===== src/rtl/division.sv =====
// Sequential unsigned divider: restoring shift-subtract, one quotient bit per
// clock, MSB first. A division starts on the first rising clk edge after the
// active-low reset is released and finishes NW+1 edges later; the result is
// then held until the next reset.
// Optional feature: define DIVISION_REM_PORT_EN to add the remainder output r.
module division #(
  parameter int NW = 32,
  parameter int DW = 16
) (
  input  logic          clk,
  input  logic          reset,
  input  logic [NW-1:0] n,
  input  logic [DW-1:0] d,
  output logic [NW-1:0] q,
  output logic          isFactor,
  output logic          isDone
`ifdef DIVISION_REM_PORT_EN
  ,
  output logic [DW-1:0] r
`endif
);

  localparam logic [1:0] LOAD = 2'd0;
  localparam logic [1:0] RUN  = 2'd1;
  localparam logic [1:0] DONE = 2'd2;

  localparam int CW = $clog2(NW) + 1;
  localparam logic [CW-1:0] LAST = CW'(NW - 1);

  logic [1:0]    state_reg;
  // Holds the dividend; quotient bits shift in at the bottom as dividend bits
  // leave at the top, so after NW steps it holds the whole quotient.
  logic [NW-1:0] work_reg;
  logic [DW-1:0] d_reg;
  logic [DW:0]   rem_reg;
  logic [CW-1:0] cnt_reg;

  logic [DW:0]   rem_shift;
  logic [DW:0]   rem_next;
  logic          qbit;

  // One restoring step: bring in the next dividend bit, subtract if it fits.
  always_comb begin
    rem_shift = (rem_reg << 1) | {{DW{1'b0}}, work_reg[NW-1]};
    qbit      = (rem_shift >= {1'b0, d_reg});
    rem_next  = qbit ? (rem_shift - {1'b0, d_reg}) : rem_shift;
  end

  // Control FSM and datapath registers; outputs only change when entering DONE.
  always_ff @(posedge clk or negedge reset) begin
    if (!reset) begin
      state_reg <= LOAD;
      work_reg  <= '0;
      d_reg     <= '0;
      rem_reg   <= '0;
      cnt_reg   <= '0;
      q         <= '0;
      isFactor  <= 1'b0;
      isDone    <= 1'b0;
`ifdef DIVISION_REM_PORT_EN
      r         <= '0;
`endif
    end else begin
      case (state_reg)
        LOAD: begin
          work_reg <= n;
          d_reg    <= d;
          rem_reg  <= '0;
          cnt_reg  <= '0;
          if (d == '0) begin
            // Division by zero: saturate the quotient, no iterations needed.
            q         <= '1;
            isFactor  <= 1'b0;
            isDone    <= 1'b1;
            state_reg <= DONE;
          end else begin
            state_reg <= RUN;
          end
        end
        RUN: begin
          work_reg <= {work_reg[NW-2:0], qbit};
          rem_reg  <= rem_next;
          cnt_reg  <= cnt_reg + 1'b1;
          if (cnt_reg == LAST) begin
            q         <= {work_reg[NW-2:0], qbit};
            isFactor  <= (rem_next == '0);
            isDone    <= 1'b1;
`ifdef DIVISION_REM_PORT_EN
            r         <= rem_next[DW-1:0];
`endif
            state_reg <= DONE;
          end
        end
        DONE: begin
          // Terminal: results stay put until reset is asserted again.
        end
        default: begin
          state_reg <= LOAD;
        end
      endcase
    end
  end

endmodule


===== config.mk =====
export PLATFORM = sky130hd
export DESIGN_NAME = division
export DESIGN_NICKNAME = d
export VERILOG_FILES = /design/src/rtl/division.sv
export SDC_FILE = /design/constraint.sdc
export NUM_CORES = 1
export LEC_CHECK = 0
export CAP_MARGIN = 20
export CORE_MARGIN = 4
export CORE_UTILIZATION = 54
export DETAILED_ROUTE_END_ITERATION = 8
export PLACE_DENSITY = 0.92
export SLEW_MARGIN = 20
export SYNTH_ARGS = -nofsm -noshare
export SYNTH_HDL_FRONTEND = slang
export SYNTH_SLANG_ARGS = --single-unit

===== constraint.sdc =====
create_clock -name clk -period 4.1 [get_ports clk]
set_input_delay 1.025 -clock clk [delete_from_list [all_inputs] [get_ports clk]]
set_output_delay 1.025 -clock clk [all_outputs]
set_load 0.05 [all_outputs]

After elaboration in Yosys (flattened, before gate mapping)
Cells that the tools add are included.
{ "classes": {"add_sub_neg": 2, "magnitude_cmp": 1, "n_eq_ne": 5, "n_mux": 16, "n_bitwise": 2, "reduce_logical": 6} }
{ "ops": {"columns": ["cell", "count"], "rows": [
  ["one-hot mux 32 bit (2 select lines)", 2],
  ["2-to-1 mux 32 bit", 2],
  ["one-hot mux 16 bit (2 select lines)", 1],
  [">= comparator 17 x 16 -> 1 bit", 1],
  ["zero test 17 bit", 1],
  ["2-to-1 mux 17 bit", 1],
  ["bitwise OR 17 x 1 -> 17 bit", 1],
  ["subtractor 17 x 16 -> 17 bit", 1],
  ["zero test 16 bit", 1],
  ["one-hot mux 6 bit (2 select lines)", 1],
  ["adder 6 x 1 -> 6 bit (second input constant)", 1],
  ["== test 6 x 5 -> 1 bit (second input constant)", 1],
  ["one-hot mux 2 bit (3 select lines)", 1],
  ["2-to-1 mux 1 bit", 4],
  ["2-to-1 mux 2 bit", 2],
  ["inequality test 2 bit (second input constant)", 2],
  ["one-hot mux 1 bit (2 select lines)", 2],
  ["AND reduction 3 bit", 1],
  ["== test 2 x 1 -> 1 bit (second input constant)", 1],
  ["== test 2 bit (second input constant)", 1],
  ["zero test 2 bit", 1],
  ["AND reduction 2 bit", 1],
  ["nonzero test 2 bit", 1],
  ["inverter 1 bit", 1]
]} }
{ "word_totals": {"reg_bits": 106, "inputBits": 50, "output_inout_bits": 34, "wordCells": 40} }

Depth between registers and ports, before layout
Gate-level depths: netlist of run 1.
{ "logic_depth": {"ltp_word": 6, "depth_mapped": 13, "depth_no_buf": 12} }

Worst setup path before layout of run 1
OpenSTA, ideal clock, no wires.
{ "synth_path": {"path_type": "reg-to-reg", "startpoint": "register work_reg[31]", "endpoint": "register isFactor", "setup_time_ps": 67, "t_arrival_ps": 2817, "slack_ps": 1216, "path_stages_with_launch": 13, "path_cell_list": "dfrtp_1 inv_1 ha_1 inv_1 fa_1 a211oi_2 o21ai_1 a41o_2 o41ai_2 o211ai_1 a221o_2 nor4b_2 a32o_2"} }
{ "synth_via": {"elab_chain_len": 6} }
{ "synth_lines": {"columns": ["item", "line", "source"], "rows": [
  ["start: declaration", "33", "logic [NW-1:0] work_reg;"],
  ["start signal: assignment", "66", "work_reg <= n;"],
  ["start signal: assignment", "81", "work_reg <= {work_reg[NW-2:0], qbit};"],
  ["bitwise OR 17 x 1 -> 17 bit (*)", "44", "rem_shift = (rem_reg << 1) | {{DW{1'b0}}, work_reg[NW-1]};"],
  ["subtractor 17 x 16 -> 17 bit / >= comparator 17 x 16 -> 1 bit (equally long branches)", "46, 45", null],
  ["2-to-1 mux 17 bit (*)", "46", "rem_next = qbit ? (rem_shift - {1'b0, d_reg}) : rem_shift;"],
  ["zero test 17 bit (*)", "86", "isFactor <= (rem_next == '0);"],
  ["2-to-1 mux 1 bit (*)", "84", "if (cnt_reg == LAST) begin"],
  ["one-hot mux 1 bit (2 select lines) (*)", "64", "case (state_reg)"],
  ["end signal: assignment", "86", null],
  ["end: declaration", "15", "output logic isFactor,"]
]} }
Mark *: on every way between the ends. The rest lies on a longest branch, timed or not. The select of a mux whose other input is x is not followed.
A chain may end at the register's enable or synchronous reset.

Final worst setup path of run 1
Ends and elaborated chain as after synthesis.

==> results of run 1 <==
cells in the mapped netlist (2+ instances only):
master	count
a21o_1	7
dfrtp_1	106
a211oi_1	3
xnor2_1	7
o21ai_0	72
xor2_1	4
a31oi_1	2
and2_1	4
o21a_1	3
nor3_1	8
nor2_1	80
buf_2	2
buf_6	3
a211o_1	2
nor4_1	8
o211ai_1	4
clkbuf_1	23
nand2b_1	6
nand3_1	7
nand2_1	74
a211oi_2	2
o2111ai_1	2
mux2_2	2
nor2b_1	2
mux2i_1	37
or2_2	2
and4_4	2
buf_1	6
nand3_2	2
a21oi_1	54
inv_1	21
and3_2	2
ha_1	17
a22o_1	2
power breakdown:
group	switching (uW)	total [uW]	internal (uW)
Combinational	2430	4000	1570
Clock	389	626	237
Sequential	401	1990	1590
Total	3220	6620	3390
final cells by class:
class,count,share of cell area [%]
Clock buffer,10,1.93
Clock inverter,6,0.870
Inverter,21,1.19
Multi-Input combinational cell,442,39.9
Sequential cell,106,40.1
Tap cell,133,2.52
Timing Repair Buffer,91,13.4
layer usage:
metal	wire, um	GRT usage, %	up-vias
met1	5930	32.8	2255
met5	0	0	-
met2	6350	38.4	190
met3	926	4.44	24
li1	-	-	2221
met4	215	6.94	0
worst reg2reg max path, cell delays in order, from the launching register on:
cell and delay (ps):
dfrtp_1 420, inv_1 70, ha_1 140, inv_1 50, fa_1 430, a211oi_2 270, o21ai_1 150, a41o_2 310
o41ai_2 300, o211ai_1 160, a221o_2 320, nor4b_2 270, a32o_2 200
through the flow:
step | area (um^2) | cells
after global routing | 6610 | 809
final | 6610 | 809
after detailed placement | 6430 | 793
after CTS | 6610 | 809
after floorplan | 5520 | 603
after global placement | 6430 | 793
layout by cell type, fill, tap and decap left out, types with 2 or more instances in the layout:
master / n
ha_1: 17
o211ai_1: 4
a211oi_2: 2
a22o_1: 2
nand3_1: 7
dfrtp_1: 104
clkinv_4: 2
inv_6: 2
nor4_1: 8
inv_8: 2
nor2b_1: 2
xnor2_1: 7
dfrtp_2: 2
and4_4: 2
a21o_1: 6
nor3_1: 8
nand3_2: 2
o21a_1: 3
xor2_1: 4
buf_4: 9
mux2_2: 2
mux2i_1: 37
and3_2: 2
a211o_1: 2
nand2b_1: 6
nand2_1: 74
inv_1: 21
clkdlybuf4s50_1: 82
a31oi_1: 2
o2111ai_1: 2
nor2_1: 80
or2_2: 2
a21oi_1: 54
o21ai_0: 72
a211oi_1: 3
and2_1: 4
clkbuf_8: 9
cells by family after synthesis:
family          count (synthesis)  synth area share, %
simple gates                  206                 16.7
compound gates                167                 17.7
flops                         106                 48.0
buf+inv                        55                 4.19
mux                            40                 7.39
fa+ha+maj                      18                 4.21
xor+xnor                       11                 1.74
worst min-delay path by stage:
stage                         endpoint  slack (ps)  cells after the start
3_3_place_gp        isDone$_DFFE_PN0P_         460                      1
6_report            isDone$_DFFE_PN0P_         500                      1
5_1_grt             isDone$_DFFE_PN0P_         550                      1
4_1_cts             isDone$_DFFE_PN0P_         500                      1
2_1_floorplan  rem_reg[13]$_DFFE_PN0P_         470                      2
3_5_place_dp        isDone$_DFFE_PN0P_         480                      1
==> flow_summary.json, run 1 <==
{
  "status": "completed",
  "synth.distinct_cells": 59,
  "whs_ps": 502,
  "seqCellArea_mm2": 0.00266,
  "fp-row-count": 36,
  "fp.dieW_um": 109,
  "fp.dieH_um": 109,
  "cts.sinks": 106,
  "synth-async-reset-ratio_pct": 100,
  "critPathCaptureType": "flip-flop",
  "hold_violations": 0,
  "final_antenna_net_count": 0,
  "cp-startpoint": "work_reg[31]$_DFFE_PN0P_",
  "slew_headroom_pct": 43.9,
  "hold_path_class": "flip-flop to flip-flop",
  "fillers": 755,
  "portBuffers": 83,
  "yosysWarnings": 0,
  "cts.path.max_buffers": 2,
  "fin_worst_skew_ps": 20.3,
  "core-area_mm2": 0.00986,
  "antennaDiodeCount": 0,
  "h-tree-depth": 3,
  "synth_edf_count": 0,
  "rr_endpoint": "isFactor$_DFFE_PN0P_",
  "vias": 4690,
  "grt-ovfl-total": 0,
  "drive_gt1_share_pct": 6.95,
  "synth_seq_area_share_pct": 48.0,
  "boundaryPins": 84,
  "worstHoldStart": "isDone$_DFFE_PN0P_",
  "cts_tree": "yes",
  "layout_setup_ws_ps": 959,
  "required_ps": 4420,
  "path_common_cell": "inv_1",
  "reg2reg_from": "work_reg[31]$_DFFE_PN0P_",
  "worstSkewPairLatency_ps": 390,
  "clock.fmax_mhz": 318,
  "wire_per_inst_um": 16.6,
  "dp_slack_ps": 760,
  "tns_ps": 0,
  "nets": 739,
  "final_util_pct": 67.0,
  "yosys.area.top_type_share_pct": 48.0,
  "avgSynthCellArea_um2": 9.16,
  "grt_pass1_vias": 4729,
  "post_cts_buffers": 0,
  "postCtsResizedCells": 0,
  "finalSetupViolCount": 0,
  "drt-total-wl_um": 13400,
  "cap_violations": 0,
  "netlist_top_cells_area": "dfrtp_1, mux2i_1, o21ai_0, nor2_1, nand2_1",
  "dieArea_mm2": 0.0119,
  "crit_fanout": 4,
  "worst_pin_slew_ps": 842,
  "ir_drop_v": 0.000579,
  "antenna_found_initial": 0,
  "grt_first_pass_wirelength_um": 22400,
  "synth_area_mm2": 0.00552,
  "synth_fp_nets": 671,
  "cpMaxStageDelayCell": "fa_1",
  "rsz0062_at_grt": "no",
  "synthCells": 603,
  "crit_buf_inv": 2,
  "worstSetupPathType": "flip-flop to flip-flop",
  "grt_max_degree": 70,
  "endpoint": "isFactor$_DFFE_PN0P_",
  "grtUsageTotal_pct": 23.8,
  "dr.first_iter.drc_count": 346,
  "multi_input_area_mm2": 0.00264,
  "reg2reg_depth": 12,
  "cts_root_buffer": "clkbuf_8",
  "synth-seq-cells": 106,
  "dp_hpwl_um": 9510,
  "drtPass1Iterations": 5,
  "leakagePower_uw": 0.00298,
  "power_density_mw_per_mm2": 1000,
  "crit_chain": "inv_1 > ha_1 > inv_1 > fa_1 > a211oi_2 > o21ai_1 > a41o_2 > o41ai_2 > o211ai_1 > a221o_2 > nor4b_2 > a32o_2",
  "clkTransAtPathRegs_ps": 110,
  "cts_made_buffers": 9,
  "cp-start-kind": "flip-flop",
  "drv_slew": 0,
  "period_needed_ps": 3140,
  "viasPerCell": 5.80,
  "worst_path_largest_cell_delay_ps": 430,
  "arrival_ps": 3460,
  "syn_to_final_growth_pct": 19.8,
  "total_power_uw": 6620,
  "drc": 0,
  "start_util_pct": 56.0,
  "yosys.area.top_type": "dfrtp_1",
  "synth_top_flop_cell": "dfrtp_1",
  "crit_family": "compound AO/OA/AOI/OAI gates",
  "r2r_setup_slack_ps": 960,
  "ctsHoldBuffers": 0,
  "final.period_utilization_pct": 76.6,
  "cp.depth": 12,
  "routabilityCongestion": 0.892
}
No activity file was read; power rests on OpenSTA's default activity.
==> run 2: changes to the inputs <==
--- a/config.mk
+++ b/config.mk
@@ -7,9 +7,9 @@
 export LEC_CHECK = 0
 export CAP_MARGIN = 20
 export CORE_MARGIN = 4
-export CORE_UTILIZATION = 54
+export CORE_UTILIZATION = 49
 export DETAILED_ROUTE_END_ITERATION = 8
-export PLACE_DENSITY = 0.92
+export PLACE_DENSITY = 0.88
 export SLEW_MARGIN = 20
 export SYNTH_ARGS = -nofsm -noshare
 export SYNTH_HDL_FRONTEND = slang
==> constraint.sdc (replaced) <==
create_clock -name clk -period 2.6 [get_ports clk]
set_input_delay 0.65 -clock clk [delete_from_list [all_inputs] [get_ports clk]]
set_output_delay 0.65 -clock clk [all_outputs]
set_load 0.05 [all_outputs]
==> run 2 against run 1 <==
Effect of this change:
- the run now ends with negative setup slack left
- first-iteration DRC count is 8.7% higher
- final area is 10% higher
- sequential power is 56% higher
- global-route usage is 0.30 points higher
- combinational power is 91% higher
- routed wire length is 14% higher
- cell count is 7.5% higher
- flip-flop and latch count stayed put
- count of clock-buffer cells in the layout stayed put
- worst hold slack worse by 330 ps
- non-clock buffer count is 54 higher
- critical path type unchanged
- highest routed layer unchanged
==> flow_summary.json, run 2 (synthesis results as in run 1) <==
{
  "tns_ps": -317,
  "h-tree-depth": 3,
  "grt-ovfl-total": 0,
  "worst_path_largest_cell_delay_ps": 380,
  "cts_made_buffers": 9,
  "crit_fanout": 2,
  "fp-row-count": 38,
  "viasPerCell": 5.67,
  "ir_drop_v": 0.000964,
  "power_density_mw_per_mm2": 1680,
  "cts_tree": "yes",
  "drtPass1Iterations": 6,
  "drv_slew": 0,
  "drt-total-wl_um": 15300,
  "clock.fmax_mhz": 346,
  "p_int_uw": 6700,
  "violations": "negative setup slack",
  "start_util_pct": 50.5,
  "leakagePower_uw": 0.00332,
  "drive_gt1_share_pct": 15.5,
  "rsz0062_at_grt": "yes",
  "dp_hpwl_um": 10700,
  "nets": 793,
  "antenna_found_initial": 0,
  "cts_root_buffer": "clkbuf_16",
  "clock_power_share_pct": 12.4,
  "final_common_cell": "dfrtp_1",
  "hold_violations": 0,
  "hold_path_class": "input port to asynchronous set/reset pin",
  "mostFrequentLayoutCells": "dfrtp_1, clkdlybuf4s50_1, nor2_1",
  "arrival_ps": 3180,
  "p_sw_uw": 5570,
  "syn_to_final_growth_pct": 32.1,
  "core-area_mm2": 0.0109,
  "crit_family": "compound AO/OA/AOI/OAI gates",
  "cts.sinks": 106,
  "finalSetupViolCount": 2,
  "drc": 0,
  "fp.dieH_um": 114,
  "worstSkewPairLatency_ps": 350,
  "final.period_utilization_pct": 111,
  "grt_max_degree": 66,
  "grt_pass1_vias": 5057,
  "dr.first_iter.drc_count": 376,
  "cap_violations": 0,
  "required_ps": 2890,
  "dieArea_mm2": 0.0130,
  "worst_pin_slew_ps": 598,
  "crit_chain": "inv_1 > ha_2 > inv_2 > fa_2 > a211oi_4 > o21ai_2 > a41o_2 > o41ai_4 > o211ai_1 > a221o_2 > nor4b_2 > a32o_2",
  "status": "complete, but fails checks",
  "combPwrFrac_pct": 62.2,
  "boundaryPins": 84,
  "fp.dieW_um": 114,
  "routabilityCongestion": 0.875,
  "cp-start-kind": "flip-flop",
  "period_needed_ps": 2890,
  "antennaDiodeCount": 0,
  "cpMaxStageDelayCell": "dfrtp_1",
  "portBuffers": 83,
  "switching_share_pct": 45.4,
  "cts.path.max_buffers": 2,
  "dp_slack_ps": -269,
  "fin_worst_skew_ps": 12.6,
  "critPathCaptureType": "flip-flop",
  "wire_per_inst_um": 17.6,
  "grt_first_pass_wirelength_um": 25300,
  "worstSetupPathType": "flip-flop to flip-flop",
  "clkTransAtPathRegs_ps": 70,
  "grtUsageTotal_pct": 24.1,
  "vias": 4931,
  "slew_headroom_pct": 60.2,
  "whs_ps": 169,
  "final_antenna_net_count": 0,
  "seqPwrFrac_pct": 25.4,
  "layout_setup_ws_ps": -288,
  "crit_buf_inv": 2
}
## run 2: changes by cell type in the layout (fill, tap and decap cells not counted), sizes merged
cell and change:
clkinvlp +1, buf +54, bufinv +2, inv -2
clkinv -1
## run 2: what timing repair did
| item | in CTS | in global routing |
|---|---|---|
| gates cloned | 0 | 1 |
| setup endpoints to repair | 1 | 18 |
| resized for setup | 1 | 14 |
| hold buffers | 0 | 0 |
| buffers inserted | 0 | 1 |
| pin swaps | 0 | 2 |
## run 2: path summary, 6_finish.rpt
check / startpoint / endpoint / slack, ps / cells after the start
max: work_reg[31]$_DFFE_PN0P_ / isFactor$_DFFE_PN0P_ / -290 / 12
min: reset / d_reg[2]$_DFFE_PN0P_ / 170 / 1
max reg2reg: work_reg[31]$_DFFE_PN0P_ / isFactor$_DFFE_PN0P_ / -290 / 12
min reg2reg: isDone$_DFFE_PN0P_ / isDone$_DFFE_PN0P_ / 480 / 1
max in group asynchronous: reset / state_reg[0]$_DFFE_PN0P_ / 1770 / 2
min in group clk: isDone$_DFFE_PN0P_ / isDone$_DFFE_PN0P_ / 480 / 1
## run 2: cell type report
type                       count  area, um^2
fill                         851        3640
multi-input combinational    442        2740
inverter                      21        78.8
sequential                   106        2660
tap                          140         175
clock buffer                  10         229
timing repair buffer         145        1320
clock inverter                 6        98.8
## run 2: metal layers
metal | wire [um] | vias to the layer above | GRT usage (%) | share of wire, %
li1 | - | 2339 | - | -
met1 | 6420 | 2390 | 31.3 | 42
met2 | 7510 | 168 | 39.3 | 49
met3 | 999 | 34 | 6.24 | 6.5
met4 | 388 | 0 | 8.16 | 2.5
met5 | 0 | - | 0 | 0
## run 2: power by group through the flow
stage | clock (uW) | combinational, uW | sequential (uW)
2_1_floorplan | 0 | 3960 | 3830
3_3_place_gp | 0 | 6920 | 3030
3_5_place_dp | 0 | 7200 | 3080
4_1_cts | 1540 | 7330 | 3080
5_1_grt | 1620 | 8300 | 3180
6_report | 1530 | 7630 | 3110
## run 2: through the flow
stage	cell area (um^2)	power (uW)	instances	utilization [%]
CTS	7210	11900	868	65.9
global route	7300	13100	870	66.7
global placement	6870	9960	852	62.8
finish	7300	12300	870	66.7
floorplan	5540	7790	603	-
detailed placement	6870	10300	852	62.8
==> run 3: changes to the inputs <==
--- a/config.mk
+++ b/config.mk
@@ -8,6 +8,7 @@
 export CAP_MARGIN = 20
 export CORE_MARGIN = 4
 export CORE_UTILIZATION = 49
+export CTS_CLUSTER_DIAMETER = 50
 export DETAILED_ROUTE_END_ITERATION = 8
 export PLACE_DENSITY = 0.88
 export SLEW_MARGIN = 20
==> results of run 3 <==
Final layout, timing and power as in run 2 (identical DEF).
